[src/rtl/column_step_scheduler.sv]
// column_step_scheduler: sequences column time-steps (read sweep, writeback drain, buffer swap) and counts them to a limit.
module column_step_scheduler #(
  parameter int N_ROWS   = 30,
  parameter int ADDR_W   = 5,
  parameter int PIPE_LAT = 2,
  parameter int ITER_W   = 32
) (
  input  logic              clk,
  input  logic              rst,
  input  logic              start,
  input  logic [ITER_W-1:0] max_iterations,
  output logic              rd_en,
  output logic [ADDR_W-1:0] rd_addr,
  output logic              first_node,
  output logic              last_node,
  output logic              wr_en,
  output logic [ADDR_W-1:0] wr_addr,
  output logic              buf_sel,
  output logic              center_strobe,
  output logic              step_done,
  output logic [ITER_W-1:0] iterations,
  output logic              busy,
  output logic              done
);
  typedef enum logic [2:0] {IDLE, READ, DRAIN, SWAP, DONE} state_t;
  localparam int CW = $clog2((N_ROWS > PIPE_LAT ? N_ROWS : PIPE_LAT) + 1);
  state_t state_q, state_d;
  logic [CW-1:0] cnt_q, cnt_d;
  logic [ITER_W-1:0] max_q, max_d, iter_q, iter_d, iter_inc;
  logic buf_q, buf_d;
  logic [PIPE_LAT-1:0] wv_q, wv_d;
  logic [ADDR_W-1:0] wa_q [PIPE_LAT];
  logic [ADDR_W-1:0] wa_d [PIPE_LAT];
  always_comb begin
    state_d  = state_q;
    cnt_d    = cnt_q;
    max_d    = max_q;
    iter_d   = iter_q;
    buf_d    = buf_q;
    iter_inc = iter_q + ITER_W'(1);
    case (state_q)
      IDLE, DONE: if (start) begin
        max_d   = max_iterations;
        iter_d  = '0;
        cnt_d   = '0;
        state_d = max_iterations == '0 ? DONE : READ;
      end
      READ: begin
        cnt_d   = cnt_q == CW'(N_ROWS - 1) ? '0 : cnt_q + 1'b1;
        state_d = cnt_q == CW'(N_ROWS - 1) ? DRAIN : READ;
      end
      DRAIN: begin
        cnt_d   = cnt_q == CW'(PIPE_LAT - 1) ? '0 : cnt_q + 1'b1;
        state_d = cnt_q == CW'(PIPE_LAT - 1) ? SWAP : DRAIN;
      end
      SWAP: begin
        iter_d  = iter_inc;
        buf_d   = !buf_q;
        cnt_d   = '0;
        state_d = iter_inc == max_q ? DONE : READ;
      end
      default: state_d = IDLE;
    endcase
    // writeback mirrors the read strobe PIPE_LAT cycles later, regardless of state
    wv_d[0] = rd_en;
    wa_d[0] = rd_addr;
    for (int i = 1; i < PIPE_LAT; i++) begin
      wv_d[i] = wv_q[i-1];
      wa_d[i] = wa_q[i-1];
    end
  end
  always_ff @(posedge clk) begin
    if (rst) begin
      state_q <= IDLE;
      cnt_q   <= '0;
      max_q   <= '0;
      iter_q  <= '0;
      buf_q   <= 1'b0;
      wv_q    <= '0;
    end else begin
      state_q <= state_d;
      cnt_q   <= cnt_d;
      max_q   <= max_d;
      iter_q  <= iter_d;
      buf_q   <= buf_d;
      wv_q    <= wv_d;
    end
    wa_q <= wa_d;
  end
  assign rd_en         = state_q == READ;
  assign rd_addr       = rd_en ? ADDR_W'(cnt_q) : '0;
  assign first_node    = rd_en && rd_addr == '0;
  assign last_node     = rd_en && rd_addr == ADDR_W'(N_ROWS - 1);
  assign wr_en         = wv_q[PIPE_LAT-1];
  assign wr_addr       = wr_en ? wa_q[PIPE_LAT-1] : '0;
  assign center_strobe = wr_en && wr_addr == ADDR_W'(N_ROWS / 2);
  assign step_done     = state_q == SWAP;
  assign busy          = state_q == READ || state_q == DRAIN || state_q == SWAP;
  assign done          = state_q == DONE;
  assign buf_sel       = buf_q;
  assign iterations    = iter_q;
endmodule

[config.mk]
export PLATFORM = sky130hd
export DESIGN_NAME = column_step_scheduler
export DESIGN_NICKNAME = d
export VERILOG_FILES = /design/src/rtl/column_step_scheduler.sv
export SDC_FILE = /design/constraint.sdc
export NUM_CORES = 1
export LEC_CHECK = 0
export CAP_MARGIN = 10
export CORE_MARGIN = 5
export CORE_UTILIZATION = 48
export CTS_CLUSTER_SIZE = 16
export DETAILED_ROUTE_END_ITERATION = 7
export HOLD_SLACK_MARGIN = 0.06
export PLACE_DENSITY_LB_ADDON = 0.15
export SETUP_SLACK_MARGIN = 0.1
export SLEW_MARGIN = 10
export SYNTH_ARGS = -nofsm -noshare
export SYNTH_HDL_FRONTEND = slang
export SYNTH_SLANG_ARGS = --single-unit
export TNS_END_PERCENT = 1
[constraint.sdc]
create_clock -name clk -period 2.8 [get_ports clk]
set_clock_uncertainty 0.15 [all_clocks]
set_input_delay 0.7 -clock clk [delete_from_list [all_inputs] [get_ports clk]]
set_output_delay 0.7 -clock clk [all_outputs]
set_load 0.02 [all_outputs]
==> results.md <==
- Initial Utilization: 49.27%
- FF-to-FF path depth: 7
- Post-Synthesis Cell Area: 0.004838 sq mm
- WL/cell: 17.26 microns
- Port Buffers: 85
- FMAX: approximately 350 MHz
- ANT nets after route: 0
- Clk slew on worst S/H paths: 0.09 ns
- M2 GR Usage: 40.17%
- DRT Wirelength: approximately 15000 microns
- Final hold slack: about 0.18 ns
- Die area: 0.01219 sq mm
- Final Hold Vio Count: 0
- Most used routing layer: met2
- WP data arrival: 3.00 ns
- CTS tree: built
- All-layer global routing usage: 25.00%
- Worst setup path class: reg -> reg
- Multi-input logic area: about 0.0029 sq mm
- Pwr/cell area: about 380 mW/mm^2
- Seq cells post-synth: 85
- Worst R2R End: state_q[2]
- Clk sinks: 85
- Hold path cells: 0
- Maximum vdd drop: 0.2690 mV
- Vias in the first global route: 4890
- Initial antenna violation count: 0
- Worst stage delay on the critical path: 0.50 ns
- Critical path required time: slightly below 3 ns
- YS warnings: 0
- Fill cells: 921
- Final min period: roughly 2.8 ns
- Crit-path cells: nand4_4, or3_4, or3_1, a211o_1, or4_4, nor4_4, a41o_1
- Ys async rst share: 0%
- Syn_nets: 672
- Fin. max-slew vios: 0
- Crit-path max FO: 7
- Final net count: 794
- Critical Path Source Type: flop
- Vias post-DR: 5179
- Reg-to-reg startpoint: iterations[1]
- H-tree depth: 3
- Worst slew pin tran: 0.5678 ns
- Synth Flop Type: dfxtp_1
- RSZ-0062 raised after global routing: yes
- Gate count after technology mapping: 634
- First-pass GRT wire length: 25310 microns
- Largest net degree at the start of global routing: 46
- CP Capture Type: flop
- Layout cells sized above 1: 17.87%
- Root Driver: clkbuf_8
- Placement Setup Slack: -0.06349 ns
- Clock Path Buffers: 2
- Worst path slowest cell: or4_4
- N_diodes: 0
- Placed cells: 877
- Total Power Consumption: 2452 uW
- Vias per inst: between 5 and 6
- Max-cap viol count: 0
- Clk Latency, worst-skew pair: 0.37 ns
- Die X-Extent: about 110 microns
- Area grow syn2layout: 33.75%
- Final Cycle Share: 101.3%
- Rows: 36
- Number of flops mapped to enable cells by yosys: 0
- Io pins: 86
- Hold Crit Class: reg -> reg
- GP Congestion: 0.9126
- Die Y: 110.4 microns
- Failing checks: negative setup slack
- Final-report setup violation count: 2
- Drt pass-1 iters: 5
- Commonest cells post-synth: 98 x nand2_1, 85 x dfxtp_1, 65 x a21oi_1, 55 x nor2_1, 34 x xnor2_1
- Grt ovf: 0
- Slew headroom: 61.74%
- Top-count cell post-synth: nand2_1
- Non-Filler Instances: 894
- R2R Setup Slk: -0.04 ns
- Final core occ: 65.90%
- Synth cell types: 58
- DRC: 0
- Core Region: 0.009819 sq mm
- Area contributors post-synth: dfxtp_1 35%, nand2_1 7.6%, a21oi_1 6.7%
- Syn Area/Cell: 7.632 sq um
- Iteration-0 DRC Markers: 450
- Grt met3 use: around 4%
- Leakage power: around 0.0024 uW
- Status: complete, but fails checks
- Area leader, netlist: dfxtp_1
- Synth top area share: 35.17%
- Register area: 0.001758 sq mm
- Sequential area share after synthesis: 35.17%
- Met1 Usage GRT: 34.84%
- Min-Delay Startpoint: wa_d[0]
- Hold Path Sink: wa_q[0]
- Setup ws final: -0.03763 ns
- DP Wirelength: 11560 microns
- CTS buffer count: 9
through the flow:
| stage | TNS [ns] | area [sq um] |
|---|---|---|
| after floorplan | -0.09886 | 4960 |
| after global placement | -0.02659 | 6236 |
| after detailed placement | -0.1046 | 6236 |
| after CTS | -0.008843 | 6426 |
| after global routing | -0.2690 | 6471 |
| final | -0.03970 | 6471 |
worst max-delay path by stage:
stage              startpoint          to  cells after the start
3_3_place_gp   iterations[12]  state_q[2]                      7
3_5_place_dp   iterations[12]  state_q[2]                      7
2_1_floorplan   iterations[5]  state_q[2]                      9
5_1_grt         iterations[1]  state_q[2]                      7
4_1_cts        iterations[16]  state_q[2]                      7
6_report        iterations[1]  state_q[2]                      7
timing repair:
item | CTS | global route
setup buffers | 0 | 1
hold buffers | 0 | 0
hold endpoints to repair | 0 | 0
setup endpoints to repair | 10 | 7
pin swaps | 0 | 5
resized for setup | 13 | 12
cell usage in the layout, fill, tap and decap left out, types with 13 or more instances in the layout:
master | netlist | routed
nand2_1 | 98 | 97
buf_4 | 11 | 77
clkdlybuf4s50_1 | 0 | 76
dfxtp_1 | 85 | 66
a21oi_1 | 65 | 65
nor2_1 | 55 | 54
xnor2_1 | 34 | 34
o21ai_0 | 33 | 33
nor4_1 | 24 | 24
nand3_1 | 22 | 21
and2_1 | 15 | 15
nor3_1 | 16 | 15
nand4_1 | 13 | 13
dfxtp_4 | 0 | 13
power by group:
group	internal (uW)	switching (uW)
clock	334	505
sequential	1230	38.1
combinational	158	183
area by class of cell:
type,instances,share of cell area [%]
multi-input combinational,489,44.95
sequential,85,27.17
timing repair buffer,162,22.00
tap,133,2.572
clock buffer,9,1.914
clock inverter,7,0.8701
inverter,9,0.5220
per-layer routing:
layer,share of wire (%),wire [microns]
met1,45,6954
met2,47,7176
met3,7.2,1106
met4,1.3,194
met5,0,0
registers in the layout (all words and copies together) (netlist names):
signal	cells
buf_sel	1
cnt_q	5
iterations	32
max_q	32
state_q	3
wa_d	5
wa_q	5
wv_q	2
critical path: cells and delay by family (launching register included):
| kind | cells | cell delay (ns) |
|---|---|---|
| flip-flops | 1 | 0.39 |
| AO/OA/AOI/OAI | 2 | 0.49 |
| AND/OR/NAND/NOR | 5 | 1.75 |
kinds of logic (layout without fill, tap and decap cells):
family,after synthesis,in the layout,synth area share (%)
buffers and inverters,60,187,6.206
adders and majority gates,3,3,0.7759
and+or+nand+nor,299,299,32.07
muxes,3,3,0.6207
DFF,85,85,35.17
AOI/OAI and AO/OA,139,139,17.02
xor gates and xnor gates,45,45,8.146
Note: power is estimated with default switching activity, not from simulation.
